<file path="config.mk">
export PLATFORM = sky130hd
export DESIGN_NAME = touch_adc_reader
export DESIGN_NICKNAME = d
export VERILOG_FILES = /design/src/rtl/touch_adc_reader.sv
export SDC_FILE = /design/constraint.sdc
export NUM_CORES = 1
export LEC_CHECK = 0
export ABC_AREA = 1
export ABC_CLOCK_PERIOD_IN_PS = 3200
export CELL_PAD_IN_SITES_DETAIL_PLACEMENT = 0
export CELL_PAD_IN_SITES_GLOBAL_PLACEMENT = 2
export CORE_ASPECT_RATIO = 0.6
export CORE_MARGIN = 4
export CORE_UTILIZATION = 35
export DETAILED_ROUTE_END_ITERATION = 8
export GPL_TIMING_DRIVEN = 0
export PLACE_DENSITY_LB_ADDON = 0.05
export SETUP_SLACK_MARGIN = 0.2
export SYNTH_ARGS = -nofsm -noshare
export SYNTH_HDL_FRONTEND = slang
export SYNTH_SLANG_ARGS = --single-unit
</file>
<file path="constraint.sdc">
create_clock -name clk -period 3.2 [get_ports clk]
set_input_delay 0.48 -clock clk [delete_from_list [all_inputs] [get_ports clk]]
set_output_delay 0.48 -clock clk [all_outputs]
set_load 0.1 [all_outputs]
</file>
<file path="src/rtl/touch_adc_reader.sv">
// rtl/touch_adc_reader.sv - serial initiator for a resistive touch-panel ADC, X/Y pair reader
module touch_adc_reader #(
  parameter int         DIV     = 25,
  parameter int         GAP_CYC = 50,
  parameter logic [7:0] CMD_X   = 8'hD0,
  parameter logic [7:0] CMD_Y   = 8'h90
) (
  input  logic        clk,
  input  logic        rst_n,
  input  logic        TP_PENIRQ,
  input  logic        TP_DOUT,
  output logic        TP_CS,
  output logic        TP_DCLK,
  output logic        TP_DIN,
  output logic [11:0] xaxis,
  output logic [11:0] yaxis,
  output logic        pen_down,
  output logic        sample_valid
);

  typedef enum logic [1:0] {S_IDLE, S_START, S_SHIFT, S_GAP} state_t;

  localparam logic [15:0] DIV_END = 16'(DIV - 1);
  localparam logic [15:0] GAP_END = 16'(GAP_CYC - 1);
  localparam logic [5:0]  HALF_LAST = 6'd47;

  state_t      r_state, w_state_nxt;
  logic        r_pen_s1, r_pen_s2;
  logic        r_dout_s1, r_dout_s2;
  logic [15:0] r_cnt, w_cnt_nxt;
  logic [5:0]  r_half, w_half_nxt;
  logic        r_chan, w_chan_nxt;        // 0 = X frame, 1 = Y frame
  logic        r_pair_ok, w_pair_ok_nxt;  // pen stayed down since the pair began
  logic [11:0] r_shift, w_shift_nxt;
  logic [11:0] r_x_hold, w_x_hold_nxt;
  logic        r_cs, w_cs_nxt;
  logic        r_dclk, w_dclk_nxt;
  logic        r_din, w_din_nxt;
  logic [11:0] r_xaxis, w_xaxis_nxt;
  logic [11:0] r_yaxis, w_yaxis_nxt;
  logic        r_valid, w_valid_nxt;

  logic        w_pen_down;
  logic [7:0]  w_cmd;
  logic [5:0]  w_half_inc;
  logic [4:0]  w_pulse;    // DCLK pulse number the next half-period belongs to
  logic [2:0]  w_din_idx;
  logic        w_ok;

  assign w_pen_down = ~r_pen_s2;
  assign w_cmd      = r_chan ? CMD_Y : CMD_X;
  assign w_half_inc = r_half + 6'd1;
  assign w_pulse    = w_half_inc[5:1] + 5'd1;
  assign w_din_idx  = 3'd7 - w_pulse[2:0];
  assign w_ok       = r_pair_ok & w_pen_down;

  assign TP_CS        = r_cs;
  assign TP_DCLK      = r_dclk;
  assign TP_DIN       = r_din;
  assign xaxis        = r_xaxis;
  assign yaxis        = r_yaxis;
  assign pen_down     = w_pen_down;
  assign sample_valid = r_valid;

  // Next-state and next-output computation for the frame sequencer
  always_comb begin
    w_state_nxt   = r_state;
    w_cnt_nxt     = r_cnt;
    w_half_nxt    = r_half;
    w_chan_nxt    = r_chan;
    w_pair_ok_nxt = r_pair_ok;
    w_shift_nxt   = r_shift;
    w_x_hold_nxt  = r_x_hold;
    w_cs_nxt      = r_cs;
    w_dclk_nxt    = r_dclk;
    w_din_nxt     = r_din;
    w_xaxis_nxt   = r_xaxis;
    w_yaxis_nxt   = r_yaxis;
    w_valid_nxt   = 1'b0;

    // Any pen-up moment during a pair disqualifies that pair
    if (r_state != S_IDLE && !w_pen_down) begin
      w_pair_ok_nxt = 1'b0;
    end

    case (r_state)
      S_IDLE: begin
        w_cs_nxt   = 1'b1;
        w_dclk_nxt = 1'b0;
        w_din_nxt  = 1'b0;
        if (w_pen_down) begin
          w_state_nxt   = S_START;
          w_chan_nxt    = 1'b0;
          w_pair_ok_nxt = 1'b1;
          w_cnt_nxt     = 16'd0;
          w_cs_nxt      = 1'b0;
          w_din_nxt     = CMD_X[7];
        end
      end
      S_START: begin
        w_cnt_nxt = r_cnt + 16'd1;
        if (r_cnt == DIV_END) begin
          w_state_nxt = S_SHIFT;
          w_cnt_nxt   = 16'd0;
          w_half_nxt  = 6'd0;
          w_dclk_nxt  = 1'b1;
        end
      end
      S_SHIFT: begin
        w_cnt_nxt = r_cnt + 16'd1;
        if (r_cnt == DIV_END) begin
          w_cnt_nxt = 16'd0;
          if (r_half == HALF_LAST) begin
            w_state_nxt = S_GAP;
            w_cs_nxt    = 1'b1;
            w_din_nxt   = 1'b0;
          end else begin
            w_half_nxt = w_half_inc;
            w_dclk_nxt = ~w_half_inc[0];
            if (w_half_inc[0]) begin
              // Falling edge: present the next command bit, then zeros
              w_din_nxt = (w_pulse < 5'd8) ? w_cmd[w_din_idx] : 1'b0;
            end else if (w_pulse >= 5'd10 && w_pulse <= 5'd21) begin
              w_shift_nxt = {r_shift[10:0], r_dout_s2};
            end
          end
        end
      end
      S_GAP: begin
        w_cnt_nxt = r_cnt + 16'd1;
        if (r_cnt == GAP_END) begin
          w_cnt_nxt = 16'd0;
          if (!w_ok) begin
            w_state_nxt = S_IDLE;
          end else if (!r_chan) begin
            w_x_hold_nxt = r_shift;
            w_chan_nxt   = 1'b1;
            w_state_nxt  = S_START;
            w_cs_nxt     = 1'b0;
            w_din_nxt    = CMD_Y[7];
          end else begin
            w_xaxis_nxt   = r_x_hold;
            w_yaxis_nxt   = r_shift;
            w_valid_nxt   = 1'b1;
            w_chan_nxt    = 1'b0;
            w_pair_ok_nxt = 1'b1;
            w_state_nxt   = S_START;
            w_cs_nxt      = 1'b0;
            w_din_nxt     = CMD_X[7];
          end
        end
      end
      default: begin
        w_state_nxt = S_IDLE;
      end
    endcase
  end

  // State, datapath and registered outputs; reset abandons any frame in flight
  always_ff @(posedge clk) begin
    if (!rst_n) begin
      r_state   <= S_IDLE;
      r_pen_s1  <= 1'b1;
      r_pen_s2  <= 1'b1;
      r_dout_s1 <= 1'b0;
      r_dout_s2 <= 1'b0;
      r_cnt     <= 16'd0;
      r_half    <= 6'd0;
      r_chan    <= 1'b0;
      r_pair_ok <= 1'b0;
      r_shift   <= 12'd0;
      r_x_hold  <= 12'd0;
      r_cs      <= 1'b1;
      r_dclk    <= 1'b0;
      r_din     <= 1'b0;
      r_xaxis   <= 12'd0;
      r_yaxis   <= 12'd0;
      r_valid   <= 1'b0;
    end else begin
      r_state   <= w_state_nxt;
      r_pen_s1  <= TP_PENIRQ;
      r_pen_s2  <= r_pen_s1;
      r_dout_s1 <= TP_DOUT;
      r_dout_s2 <= r_dout_s1;
      r_cnt     <= w_cnt_nxt;
      r_half    <= w_half_nxt;
      r_chan    <= w_chan_nxt;
      r_pair_ok <= w_pair_ok_nxt;
      r_shift   <= w_shift_nxt;
      r_x_hold  <= w_x_hold_nxt;
      r_cs      <= w_cs_nxt;
      r_dclk    <= w_dclk_nxt;
      r_din     <= w_din_nxt;
      r_xaxis   <= w_xaxis_nxt;
      r_yaxis   <= w_yaxis_nxt;
      r_valid   <= w_valid_nxt;
    end
  end

endmodule

</file>
==> out/summary.txt, run 1 <==
TritonCTS clock tree: yes
Clk sinks: 82
Crit path max-delay family: buffers and inverters
Critical Path Sink Type: output pin
Hold Path Stages: 2
Drt pass-1 iters: 4
Post-CTS setup buffers: 0
#FFs+latches synth: 82
PD cells: 546.6 nW/µm²
Dpl hpwl: 7.399 mm
Routed length per instance: 13.22 µm
Gr usage total: 0.1596
Yosys warns: 0
Peak VDD IR: 0.0004774 V
Min Clock Period, post-route: 2.408 ns
Post-synthesis sequential area ratio: 0.4227
WP depth: 2
Critical-path top delay cell: clkdlybuf4s50_1
Cell variety after synth: 31
Dpl ws: 0.8074 ns
# diodes: 0
IO Pins: 33
Final Cell Area: 4687 µm²
Layout Nets: 618
Mapped Cells: 559
Rows: 29
ANT nets after route: 0
Area added between synthesis and finish: 20.68%
Startpoint types: flip-flop
Ys flop type: dfxtp_1
Htree depth: 3
Placer congestion estimate: 0.8216
Largest net degree at the start of global routing: 17
Worst-path clk slew: 0.07 ns
Clk_lat worst skew: 0.34 ns
Via Count: 3488
Die Area: 12900 µm²
Slew margin rel.: 0.3449
Initial Util: 0.3628
I/O Buffers: 32
DP Area: 4378 µm²
Worst-margin pin slew: 0.9796 ns
DRC Markers: 0
Crit-path cells: inv_1, clkdlybuf4s50_1
Leak pwr: 1.815 nW
Maximum net fanout on the critical path: 5
Crit path capture: pen_down
Final TNS setup: 0 ns
Hold-fix buffers, CTS: 0
Total wire length: 9.862 mm
Max-slew violations: 0
Reg2Reg Setup Slack: 0.87 ns
RSZ-0062 raised after global routing: no
FMAX: 415.3 MHz
Share of cells above drive strength 1: 0.07578
Post-synth EDFFs: 0
Power after layout: 2.562 mW
Final Hold Fails: 0
Max incr delay on CP: 1.13 ns
Critical path origin: r_pen_s2$_SDFF_PN1_
CP bufs+invs: 2
R2r worst-path depth: 13
CTS Buf Count: 9
Initial antenna violation count: 0
Ys async rst share: 0
Worst R2R End: r_shift[3]$_SDFFE_PN0P_
Vias in the first global route: 3167
Final core utilization: 0.4379
Die width: 144.0 µm
Resized cells post-CTS: 0
Core Area: 10700 µm²
R2r startpoint: r_half[1]$_SDFFE_PN0P_
Post-Syn Area per Cell: 6.948 µm²
First-pass GRT wire length: 15.92 mm
Largest buffer count on any clock path: 2
Period utilization: 0.7524
WP data required: 2.72 ns
Number of DRC markers in iteration 0: 198
Max-cap violations: 0
Synthesized area: 3884 µm²
Clock Skews: 0.006809 ns
PnR worst setup slack: 0.7922 ns
Hold Crit Class: reg2reg
Outcome: complete, no violations
WS Path Type: reg2out
Root buffer cell: clkbuf_16
Die Y: 89.60 µm
Final setup viols: 0
Filler cells: 1114
DR vias/cell: 4.676
Net Count, Synth: 575
Crit path arrival time: 1.93 ns
Global route total overflow: 0
synthesized netlist by cell type, types with 3 or more instances:
cell type,n,share of area
inv_1,97,0.094
nand2_1,96,0.093
dfxtp_1,82,0.42
nor2_1,54,0.052
a21oi_1,53,0.068
o21ai_0,51,0.066
nand3_1,24,0.031
nand4_1,19,0.031
clkbuf_1,14,0.014
ha_1,12,0.039
inv_2,11,0.011
nor3_1,9,0.012
buf_2,5,0.0064
nand2_2,4,0.0064
xor2_1,4,0.0090
a22oi_1,3,0.0058
nand3_2,3,0.0077
where the power goes:
| part | switching, mW | internal, mW | total (mW) | leakage [nW] |
|---|---|---|---|---|
| registers | 0.0226 | 1.05 | 1.07 | 0.662 |
| clock network | 0.459 | 0.620 | 1.08 | 0.149 |
| logic | 0.299 | 0.114 | 0.413 | 1.00 |
metal layers:
| metal | GRT usage | part of all wire |
|---|---|---|
| met4 | 0.03590 | 0.0083 |
| met2 | 0.2105 | 0.36 |
| met3 | 0.04127 | 0.038 |
| met5 | 0 | 0 |
| met1 | 0.2533 | 0.59 |
state kept, by name (all words and copies together) (netlist names):
register	flops
TP_CS	1
TP_DCLK	1
TP_DIN	1
r_chan	1
r_cnt	16
r_dout_s1	1
r_dout_s2	1
r_half	6
r_pair_ok	1
r_pen_s1	1
r_pen_s2	1
r_shift	12
r_state	2
r_x_hold	12
sample_valid	1
xaxis	12
yaxis	12
stage by stage:
step / cells / hold WS, ns
detailed placement: 730 / 0.3972
floorplan: 559 / 0.3905
CTS: 746 / 0.4134
global route: 746 / 0.4440
global placement: 730 / 0.3980
finish: 746 / 0.4132
worst min-delay path, cell delays in order, from the launching register on:
cell and delay [ns]:
dfxtp_1 0.31, nand2_1 0.04, inv_1 0.04
cells in the final DEF, fill, tap and decap left out, types with 14 or more instances in the layout:
cell type	count
a21oi_1	53
clkdlybuf4s50_1	32
nand4_1	19
clkbuf_1	14
o21ai_0	51
nand2_1	96
inv_1	97
nand3_1	24
dfxtp_1	82
nor2_1	54
cell families after synthesis:
group                    Yosys count  synth area share
adder cells (fa/ha/maj)           12           0.03866
AND/OR/NAND/NOR                  218            0.2484
buffers and inverters            129            0.1285
flip-flops                        82            0.4227
AO/OA/AOI/OAI                    113            0.1504
XOR/XNOR                           5           0.01128
area by class of cell:
class	count	area, µm²	area share
clock buffers	9	225.2	0.04805
repair buffers	32	320.3	0.06834
plain buffers	21	93.84	0.02002
clock inverters	7	83.83	0.01789
flip-flops and latches	82	1642	0.3502
multi-input cells	348	1743	0.3719
well taps	139	173.9	0.03711
inverters	108	405.4	0.08649
how the worst min path moves through the flow:
stage                                     from                   end
final                     r_dout_s1$_SDFF_PN0_  r_dout_s2$_SDFF_PN0_
after CTS                  r_pen_s1$_SDFF_PN1_   r_pen_s2$_SDFF_PN1_
after global routing      r_dout_s1$_SDFF_PN0_  r_dout_s2$_SDFF_PN0_
after global placement     r_pen_s1$_SDFF_PN1_   r_pen_s2$_SDFF_PN1_
after floorplan           r_dout_s1$_SDFF_PN0_  r_dout_s2$_SDFF_PN0_
after detailed placement   r_pen_s1$_SDFF_PN1_   r_pen_s2$_SDFF_PN1_
Power figures use the tool's default switching activity.
==> run 2: changes to the inputs <==
--- a/config.mk
+++ b/config.mk
@@ -6,12 +6,12 @@
 export NUM_CORES = 1
 export LEC_CHECK = 0
 export ABC_AREA = 1
-export ABC_CLOCK_PERIOD_IN_PS = 3200
+export ABC_CLOCK_PERIOD_IN_PS = 2400
 export CELL_PAD_IN_SITES_DETAIL_PLACEMENT = 0
 export CELL_PAD_IN_SITES_GLOBAL_PLACEMENT = 2
 export CORE_ASPECT_RATIO = 0.6
 export CORE_MARGIN = 4
-export CORE_UTILIZATION = 35
+export CORE_UTILIZATION = 32
 export DETAILED_ROUTE_END_ITERATION = 8
 export GPL_TIMING_DRIVEN = 0
 export PLACE_DENSITY_LB_ADDON = 0.05
==> constraint.sdc (replaced) <==
create_clock -name clk -period 2.4 [get_ports clk]
set_input_delay 0.36 -clock clk [delete_from_list [all_inputs] [get_ports clk]]
set_output_delay 0.36 -clock clk [all_outputs]
set_load 0.1 [all_outputs]
==> run 2 against run 1 <==
Via count rose by 1.6%. Worst setup slack got worse by 0.55 ns. Die area rose by 8.7%. Combinational power up 34%. Flip-flop and latch count unchanged. Clock power grew 52%. Clock skew increased by 0.0018 ns. Cell count rose by 2.9%. Register-to-register slack worse by 0.51 ns. Critical endpoint is now xaxis[4]. Core utilization shrank 1.7 points. Sequential share of layout area is 1.1 points lower.
==> out/summary.txt, run 2 (synthesis gave the netlist of run 1 again) <==
Peak VDD IR: 0.0004448 V
DRC Markers: 0
Number of DRC markers in iteration 0: 234
Die width: 150.2 µm
Number of flip-flops in the largest register: 16
Crit-path cells: clkdlybuf4s50_1
Final Hold Fails: 0
TritonCTS clock tree: yes
Final TNS setup: 0 ns
Commonest non-fill, non-tap cell in the layout: inv_1
Dpl hpwl: 7.830 mm
Die Y: 93.34 µm
Internal power: 2.581 mW
DR vias/cell: 4.616
Htree depth: 3
Crit path max-delay family: buffers and inverters
Slew margin rel.: 0.3238
Clk pwr share: 0.452
Clk sinks: 82
Max-cap violations: 0
CP bufs+invs: 1
Crit path arrival time: 1.80 ns
PD cells: 745.6 nW/µm²
Critical-path top delay cell: clkdlybuf4s50_1
Filler cells: 1226
Share of cells above drive strength 1: 0.09539
Routed length per instance: 13.58 µm
Leak pwr: 2.191 nW
Clock Skews: 0.008640 ns
Final setup viols: 0
Drt pass-1 iters: 4
Startpoint types: flip-flop
Logic pwr share: 0.153
Most frequent cells in the layout: 97 x inv_1, 95 x nand2_1, 79 x dfxtp_1
WP data required: 2.04 ns
Maximum net fanout on the critical path: 2
I/O Buffers: 32
Hold-fix buffers, CTS: 0
Initial antenna violation count: 0
Total wire length: 10.43 mm
Worst-path clk slew: 0.07 ns
Rows: 30
IO Pins: 33
Vias in the first global route: 3242
Gr usage total: 0.1583
Max-slew violations: 0
Fin Hold WS: 0.4139 ns
FMAX: 463.2 MHz
Power after layout: 3.625 mW
CTS Buf Count: 9
Initial Util: 0.3359
Clk_lat worst skew: 0.34 ns
Area added between synthesis and finish: 25.16%
Outcome: complete, no violations
Via Count: 3545
Worst-margin pin slew: 1.018 ns
# diodes: 0
Period utilization: 0.8996
RSZ-0062 raised after global routing: yes
Register share of total power: 0.395
Register Area: 1648 µm²
Die Area: 14020 µm²
NetSw: 1.044 mW
ANT nets after route: 0
Register name with the most flops: r_cnt
Largest net degree at the start of global routing: 17
Critical Path Sink Type: output pin
Max incr delay on CP: 1.13 ns
Multi-input gate area: 1787 µm²
Largest buffer count on any clock path: 2
WS Path Type: reg2out
Placer congestion estimate: 0.7900
Hold Crit Class: reg2reg
Min Clock Period, post-route: 2.159 ns
Layout Nets: 619
First-pass GRT wire length: 17.20 mm
Core Area: 11560 µm²
Global route total overflow: 0
Final core utilization: 0.4205
Switching share of power: 0.2880
Root buffer cell: clkbuf_16
==> run 2: cell types whose count changed in the layout (fill, tap and decap cells not counted), moves of 3 or more <==
cell	before	now
dfxtp_1	82	79
buf_2	5	2
dlygate4sd2_1	0	7
dlymetal6s2s_1	0	17
clkdlybuf4s50_1	32	8
==> run 2: layer usage <==
metal  GRT usage  part of all wire  wire, µm  up-vias
li1            -                 -         -     1860
met3     0.04504             0.061       633        6
met2      0.1932              0.36      3773       78
met1      0.2600              0.57      5957     1601
met4     0.03653            0.0060        63        0
met5           0                 0         0        -
==> run 2: layout make-up <==
type / count / area share
buffer: 21 / 0.02188
tap: 160 / 0.04118
sequential: 82 / 0.3390
inverter: 108 / 0.08340
timing repair buffer: 33 / 0.07439
multi-input combinational: 348 / 0.3676
clock buffer: 9 / 0.04633
clock inverter: 7 / 0.02625
==> run 2: path summary, 6_finish.rpt <==
kind / startpoint / to / slack [ns] / depth (start not counted)
worst max register to register: r_half[1]$_SDFFE_PN0P_ / r_shift[2]$_SDFFE_PN0P_ / 0.36 / 15
worst min register to register: r_dout_s1$_SDFF_PN0_ / r_dout_s2$_SDFF_PN0_ / 0.41 / 2
worst max-delay path: xaxis[4]$_SDFFE_PN0P_ / xaxis[4] / 0.24 / 1
worst min-delay path: r_dout_s1$_SDFF_PN0_ / r_dout_s2$_SDFF_PN0_ / 0.41 / 2
==> run 2: worst min-delay path, delay by kind of cell (launching register included) <==
kind | cells | cell delay (ns)
buf+inv | 1 | 0.04
flops | 1 | 0.31
simple gates | 1 | 0.05
==> run 2: per-stage QoR <==
step	instances	setup slack [ns]	instance area, µm²
final	768	0.2411	4861
after global routing	768	0.1662	4861
after CTS	767	0.2020	4755
after detailed placement	751	0.01286	4404
after global placement	751	0.05810	4404
after floorplan	559	0.4238	3884
==> run 2: repair_timing <==
item | 4_1_cts | 5_1_grt
setup buffers | 0 | 1
gates cloned | 0 | 0
pin swaps | 0 | 1
resized for setup | 10 | 35
setup endpoints to repair | 17 | 41
==> run 2: power groups by stage <==
| stage | Combinational [mW] | Clock (mW) | Sequential, mW |
|---|---|---|---|
| finish | 0.554 | 1.64 | 1.43 |
| global route | 0.629 | 1.75 | 1.43 |
| CTS | 0.553 | 1.68 | 1.43 |
| detailed placement | 0.559 | 0 | 1.46 |
| global placement | 0.552 | 0 | 1.46 |
| floorplan | 0.302 | 0 | 1.56 |
